**src/rtl/muldiv_sequencer.sv**
```systemverilog
// Iterative RISC-V M-extension unit: radix-2 shift-add multiply and restoring
// divide, with the pipeline stall that holds the front end while it runs.
module muldiv_sequencer #(
  parameter int XLEN  = 32,
  parameter int CNT_W = 6
) (
  input  logic             clk,
  input  logic             reset_n,
  input  logic             start,
  input  logic [2:0]       funct3,
  input  logic [XLEN-1:0]  rs1_val,
  input  logic [XLEN-1:0]  rs2_val,
  input  logic             flush,
  output logic             stall,
  output logic             busy,
  output logic             done,
  output logic [XLEN-1:0]  result,
  output logic [CNT_W-1:0] counter
);

  // Handshake: an op is accepted on the edge where state is IDLE, start=1 and
  // flush=0; done is a one-cycle pulse in DONE, and result holds until the next
  // acceptance. stall is low in DONE so ID/EX advances while done is high.
  typedef enum logic [1:0] {IDLE, CALC, FIX, DONE} state_t;

  localparam logic [CNT_W-1:0] LAST    = CNT_W'(XLEN - 1);
  localparam logic [XLEN-1:0]  INT_MIN = {1'b1, {(XLEN-1){1'b0}}};

  state_t state, state_next;

  logic [2:0]        op;
  logic              neg;
  logic [XLEN-1:0]   opnd;   // multiplicand for multiply, divisor for divide
  logic [2*XLEN-1:0] acc;    // {hi, lo}: product, or {remainder, quotient}

  // Operation classification at acceptance
  logic            is_div, signed_a, signed_b, a_neg, b_neg, neg_in;
  logic            div_zero, div_ovf, special;
  logic [XLEN-1:0] a_mag, b_mag, special_res;

  always_comb begin
    is_div   = funct3[2];
    signed_a = (funct3 == 3'b001) || (funct3 == 3'b010) ||
               (funct3 == 3'b100) || (funct3 == 3'b110);
    signed_b = (funct3 == 3'b001) || (funct3 == 3'b100) || (funct3 == 3'b110);
    a_neg    = signed_a && rs1_val[XLEN-1];
    b_neg    = signed_b && rs2_val[XLEN-1];
    a_mag    = a_neg ? (~rs1_val + 1'b1) : rs1_val;
    b_mag    = b_neg ? (~rs2_val + 1'b1) : rs2_val;
    // REM takes the dividend sign; everything else the XOR of operand signs
    neg_in   = (is_div && funct3[1]) ? a_neg : (a_neg ^ b_neg);
    div_zero = is_div && (rs2_val == '0);
    div_ovf  = is_div && !funct3[0] && (rs1_val == INT_MIN) && (rs2_val == '1);
    special  = div_zero || div_ovf;
    if (div_zero) special_res = funct3[1] ? rs1_val : '1;
    else          special_res = funct3[1] ? '0 : INT_MIN;
  end

  // One iteration of each algorithm
  logic [XLEN:0]     mul_sum, div_sh, div_diff;
  logic [2*XLEN-1:0] mul_next, div_next, acc_next;

  always_comb begin
    mul_sum  = {1'b0, acc[2*XLEN-1:XLEN]} + (acc[0] ? {1'b0, opnd} : '0);
    mul_next = {mul_sum, acc[XLEN-1:1]};
    div_sh   = {acc[2*XLEN-1:XLEN], acc[XLEN-1]};
    div_diff = div_sh - {1'b0, opnd};
    if (!div_diff[XLEN]) div_next = {div_diff[XLEN-1:0], acc[XLEN-2:0], 1'b1};
    else                 div_next = {div_sh[XLEN-1:0], acc[XLEN-2:0], 1'b0};
    acc_next = op[2] ? div_next : mul_next;
  end

  // Sign fix-up and result selection
  logic [2*XLEN-1:0] prod_fix;
  logic [XLEN-1:0]   quo_fix, rem_fix, fix_res;

  always_comb begin
    prod_fix = neg ? (~acc + 1'b1) : acc;
    quo_fix  = neg ? (~acc[XLEN-1:0] + 1'b1) : acc[XLEN-1:0];
    rem_fix  = neg ? (~acc[2*XLEN-1:XLEN] + 1'b1) : acc[2*XLEN-1:XLEN];
    case (op)
      3'b000:                 fix_res = acc[XLEN-1:0];
      3'b001, 3'b010, 3'b011: fix_res = prod_fix[2*XLEN-1:XLEN];
      3'b100, 3'b101:         fix_res = quo_fix;
      default:                fix_res = rem_fix;
    endcase
  end

  always_comb begin
    state_next = state;
    if (flush) begin
      state_next = IDLE;
    end else begin
      case (state)
        IDLE:    if (start) state_next = special ? DONE : CALC;
        CALC:    if (counter == LAST) state_next = FIX;
        FIX:     state_next = DONE;
        DONE:    state_next = IDLE;
        default: state_next = IDLE;
      endcase
    end
  end

  always_ff @(posedge clk or negedge reset_n) begin
    if (!reset_n) state <= IDLE;
    else          state <= state_next;
  end

  always_ff @(posedge clk or negedge reset_n) begin
    if (!reset_n) begin
      op      <= '0;
      neg     <= 1'b0;
      opnd    <= '0;
      acc     <= '0;
      counter <= '0;
      result  <= '0;
    end else if (flush) begin
      counter <= '0;
    end else begin
      case (state)
        IDLE: if (start) begin
          op      <= funct3;
          neg     <= neg_in;
          opnd    <= is_div ? b_mag : a_mag;
          acc     <= {{XLEN{1'b0}}, (is_div ? a_mag : b_mag)};
          counter <= '0;
          if (special) result <= special_res;
        end
        CALC: begin
          acc     <= acc_next;
          counter <= counter + 1'b1;
        end
        FIX:     result <= fix_res;
        default: ;
      endcase
    end
  end

  assign busy  = (state != IDLE);
  assign done  = (state == DONE);
  assign stall = ((state == IDLE) && start) || (state == CALC) || (state == FIX);

endmodule

```
**config.mk**
```make
export PLATFORM = sky130hd
export DESIGN_NAME = muldiv_sequencer
export DESIGN_NICKNAME = d
export VERILOG_FILES = /design/src/rtl/muldiv_sequencer.sv
export SDC_FILE = /design/constraint.sdc
export NUM_CORES = 1
export LEC_CHECK = 0
export ABC_AREA = 1
export CELL_PAD_IN_SITES_DETAIL_PLACEMENT = 0
export CELL_PAD_IN_SITES_GLOBAL_PLACEMENT = 2
export CORE_MARGIN = 2
export CORE_UTILIZATION = 32
export CTS_CLUSTER_DIAMETER = 40
export DETAILED_ROUTE_END_ITERATION = 12
export MAX_ROUTING_LAYER = met4
export PLACE_DENSITY_LB_ADDON = 0.1
export SLEW_MARGIN = 5
export SYNTH_ARGS = -nofsm -noshare
export SYNTH_HDL_FRONTEND = slang
export SYNTH_SLANG_ARGS = --single-unit
```
**constraint.sdc**
```tcl
create_clock -name clk -period 3.2 [get_ports clk]
set_input_delay 0.96 -clock clk [delete_from_list [all_inputs] [get_ports clk]]
set_output_delay 0.96 -clock clk [all_outputs]
set_load 0.02 [all_outputs]
```
Word level (Yosys, flattened, before mapping)

Index checks and enable logic that the tools add are counted.

Input bits: 71
Logic and storage cells: 100
Output and inout port bits: 41
Flip-flop bits (word level): 140

Mux-type cells: 28
Reduce and logical (&&, ||, !) cells: 31
Bitwise logic cells: 7
Add/sub/neg operators: 8
Equality and inequality tests: 19

Operators with widths:

| cell                  | number |
|---|---|
| $mux 32               | 12 |
| $mux 64               | 4 |
| $add 32x1->32 const B | 4 |
| $not 32->32           | 4 |
| $pmux 64 s2           | 1 |
| $pmux 32 s3           | 1 |
| $add 64x1->64 const B | 1 |
| $eq 32x32->1 const B  | 2 |
| $not 64->64           | 1 |
| $pmux 32 s2           | 1 |
| $add 32x32->33        | 1 |
| $sub 33x32->33        | 1 |
| $logic_not 32->1      | 1 |
| $eq 3x3->1 const B    | 4 |
| $mux 6                | 2 |
| $pmux 6 s2            | 1 |
| $eq 3x2->1 const B    | 3 |
| $logic_and 1x1->1     | 8 |
| $logic_or 1x1->1      | 8 |
| $mux 2                | 4 |
| $pmux 2 s4            | 1 |
| $add 6x1->6 const B   | 1 |
| $eq 3x1->1 const B    | 2 |
| $eq 6x5->1 const B    | 1 |
| other kinds (17)      | 24 |

Logic depth before layout (Yosys ltp)

Word-level depth: 9
Mapped depth: 22
Mapped depth without buffers: 20

Least setup slack after synthesis

OpenSTA, ideal clock, no wires.

Path type: register to register
Start: register acc[0]
End: register acc[59]
Setup slack: 0.716 ns
Arrival time: 2.368 ns
Cell stages (with the launch flop): 18
Clock period less this slack: 2.484 ns
Path buffers: 2
Path through: dfrtp_1 > buf_2 > clkbuf_1 > nand2_1 > inv_1 > ha_1 > inv_1 > fa_1 > o21ai_0 > nand3_1 > nand3b_1 > nand2_1 > nand3_1 > nand2_1 > nor2_1 > nor2_1 > nand2_1 > nand2_1

Cells in the longest elaborated chain, start to end: 4

Ends and longest elaborated chain:

| element                | line | text |
|---|---|---|
| from (decl)            | 34   | `logic [2*XLEN-1:0] acc;` |
| from (signal assigned) | 125  | `acc <= {{XLEN{1'b0}}, (is_div ? a_mag : b_mag)};` |
| from (signal assigned) | 130  | `acc <= acc_next;` |
| $mux 32                | 64   | `mul_sum = {1'b0, acc[2*XLEN-1:XLEN]} + (acc[0] ? {1'b0, opnd} : '0);` |
| $add 32x32->33         | 64   |  |
| $mux 64                | 70   | `acc_next = op[2] ? div_next : mul_next;` |
| $pmux 64 s2            | 120  | `case (state)` |

Every way passes these cells.
A chain may end at the register's enable or synchronous reset.

Worst setup path in the final report

Start: input start
End: output stall

Cells in the longest elaborated chain, start to end: 3

Ends and longest elaborated chain:

| element                        | line | text |
|---|---|---|
| from (decl)                    | 9    | `input logic start,` |
| $logic_and 1x1->1              | 141  | `assign stall = ((state == IDLE) && start) \|\| (state == CALC) \|\| (state == FIX);` |
| $logic_or 1x1->1 (2 in series) | 141  |  |
| to (decl)                      | 14   | `output logic stall,` |

Every way passes these cells.

==> flow_metrics.tcl <==
set metrics [dict create \
    start_util 0.322 \
    synthSimpleGateAreaFrac 0.453 \
    wirelength_um 100000 \
    fill_cells 6595 \
    synth_top_cell_area_share 0.227 \
    syn_area_um2 18500 \
    cts_sinks 140 \
    syn_nets 3522 \
    drc_errors 0 \
    die_x_um 245 \
    clk_path_buf_depth 2 \
    drive_above_1_share 0.0979 \
    synth-edff-count 0 \
    grt_antenna_before_repair 2 \
    reg2reg_from "acc[32]" \
    io_pins 112 \
    critPathLaunch "start" \
    setup_viol 0 \
    clkLatencyLatePin_ns 0.48 \
    yosys_warnings 0 \
    grt_max_degree 66 \
    slew_viol_final 0 \
    gp_congestion 1.00 \
    synth_top_area_cell "nand2_1" \
    crit_type "in -> out" \
    cts-resized-gates 0 \
    cts_tree "built" \
    status "finished clean" \
    postCtsHoldBufs 0 \
    yosysSeqAreaShare 0.189 \
    synth_compound_area_frac 0.147 \
    vias 23184 \
    ff2ff_setup_slack_ns 0.11 \
    mostFrequentLayoutCell "nand2_1" \
    path_clk_slew_ns 0.06 \
    fin_util 0.395 \
    layout_common_cells "nand2_1 (1,120), inv_1 (475), nor2_1 (419), nand3_1 (303), buf_4 (236)" \
    postLayoutSetupSlackWorst_ns 0.0398 \
    hold_viol 0 \
    crit_path_max_fanout 2 \
    yosys-top-cells-area "nand2_1 (23%), dfrtp_1 (19%), inv_1 (9.7%), nor2_1 (8.5%), nand3_1 (8.2%)" \
    slew_headroom 0.466 \
    cap_violations 0 \
    startpoint_type "input port" \
    switchingPower_mw 14.0 \
    io_buffers 111 \
    hp-start "counter[0]" \
    cts_root_buffer "clkbuf_16" \
    synth_top_family_by_area "simple AND/OR/NAND/NOR gates" \
    hold_depth 1 \
    crit_arrival_ns 2.20 \
    worstSetupEndpoint "stall" \
    ys_ff_latch 140 \
    postSynthCellCount 3375 \
    finalNetCount 3790 \
    synth_xor_area_frac 0.0336 \
    reg2reg_to "acc[59]" \
    cellPowerDensity_nw_per_um2 1020 \
    max_freq_mhz 316 \
    yosys-mux-area-fraction 0 \
    die_height_um 245 \
    firstDrtPassIters 8 \
    route.antenna.remaining_nets 0 \
    syn_area_per_cell_um2 5.49 \
    seqPwrFrac 0.154 \
    grt_use_total 0.342 \
    internal_power_mw 9.21 \
    ys_async_sr_fraction 1.00 \
    grt_pass1_wl_um 147000 \
    syn2layout_area_growth_pct 22.4 \
    cp-end-kind "output pin" \
    grt-ovfl-total 0 \
    pre_cts_ws_ns -0.160 \
    cts_made_buffers 17 \
    min_period_ns 3.16 \
    dp_hpwl_um 83700 \
    core_um2 57500 \
    cts_max_level 4 \
    r2r_cells 13 \
    rsz0062_at_grt "no" \
    sw_frac_of_total 0.603 \
    synth_ff_type "dfrtp_1" \
    ys_types 51 \
    timing.final.crit_share 0.988 \
    dieArea_um2 59900 \
    grt_pass1_vias 22412 \
    leakage_nw 12.1 \
    tightest_slew_ns 0.802 \
    fin_skew_ns 0.0191 \
    rows 88 \
    cts_setup_buffers 0 \
    peakVddDrop_uv 593 \
    min_path_type "reg -> reg" \
    cp.required_ns 2.24 \
    vias_per_cell 5.24 \
    combPwrFrac 0.757 \
    route.detailed.wl_per_inst_um 22.6 \
    synth_adder_area_share 0.0521 \
    dr.first_iter.drc_count 1980 \
    clock_power_share 0.089 \
]
state kept, by name, summed over array words and instances (netlist names):
register and cells:
acc 64, neg 1, counter 6, state 2, op 3, result 32
opnd 32
metrics by stage:
step	std cells	TNS (ns)	area (µm²)	hold WS, ns	total power, mW
4_1_cts	4421	0	22700	0.539	23.0
3_3_place_gp	4389	-0.415	22100	0.516	20.8
6_report	4422	0	22700	0.535	23.2
2_1_floorplan	3375	0	18500	0.454	14.1
5_1_grt	4422	0	22700	0.565	25.1
3_5_place_dp	4389	-1.66	22100	0.524	20.8
worst min-delay path by stage:
stage                       endpoint  slack [ns]
final                     counter[0]        0.53
after global routing      counter[0]        0.56
after CTS                 counter[0]        0.54
after detailed placement   result[5]        0.52
after global placement    counter[0]        0.52
after floorplan                op[0]        0.45
worst max-delay path, stage by stage:
cell and delay, ns:
clkdlybuf4s50_1 0.48, nand2_1 0.07, nand3_1 0.09, clkdlybuf4s50_1 0.60
power by group through the flow:
stage | clock (mW) | combinational, mW | sequential [mW]
after floorplan | 0 | 10.6 | 3.44
after global placement | 0 | 17.3 | 3.57
after detailed placement | 0 | 17.3 | 3.56
after CTS | 2.11 | 17.4 | 3.54
after global routing | 2.17 | 19.3 | 3.64
final | 2.08 | 17.6 | 3.58
final cells by class:
| class | instances | area (µm²) | area share |
|---|---|---|---|
| clock inverter | 15 | 163 | 0.00717 |
| antenna | 1 | 2.50 | 0.000110 |
| clock buffer | 17 | 425 | 0.0188 |
| inverter | 489 | 1840 | 0.0809 |
| sequential | 140 | 3510 | 0.155 |
| timing repair buffer | 357 | 3080 | 0.136 |
| multi-input combinational | 2638 | 12700 | 0.560 |
| tap | 765 | 957 | 0.0422 |
logic make-up after synthesis:
kind of cell	after synthesis
buf+inv	597
compound gates	490
fa+ha+maj	76
simple gates	2001
xor+xnor	71
flops	140
synthesized netlist by cell type, types with 2 or more instances:
library cell and n:
nor2_2 10, nand2_2 8, o21bai_1 6, a21oi_1 222, nor3_1 31, o211ai_1 19, xor2_1 59, clkinv_1 2
nor4_1 4, nand3_1 303, ha_1 74, inv_2 10, o221ai_1 15, a22oi_1 18, nand2_4 4, inv_1 477
buf_4 3, dfrtp_1 140, nand3_2 23, o21ai_0 159, buf_2 21, clkbuf_1 70, o21ai_1 12, a31oi_1 10
a21boi_1 5, xnor2_1 12, and3_1 2, a21o_1 7, a21boi_0 10, and2_1 2, nor3_2 2, nand3b_1 18
nand4_1 38, or2_2 11, buf_6 5, nor2_1 421, fa_1 2, nand2_1 1120, buf_1 8
per-layer routing:
metal,vias to the layer above,global-route usage,wire length [µm]
li1,11279,-,-
met1,10889,0.428,43000
met4,0,0.157,5090
met3,163,0.0374,5610
met2,853,0.554,46300
met5,-,-,0
Power figures use the tool's default switching activity.
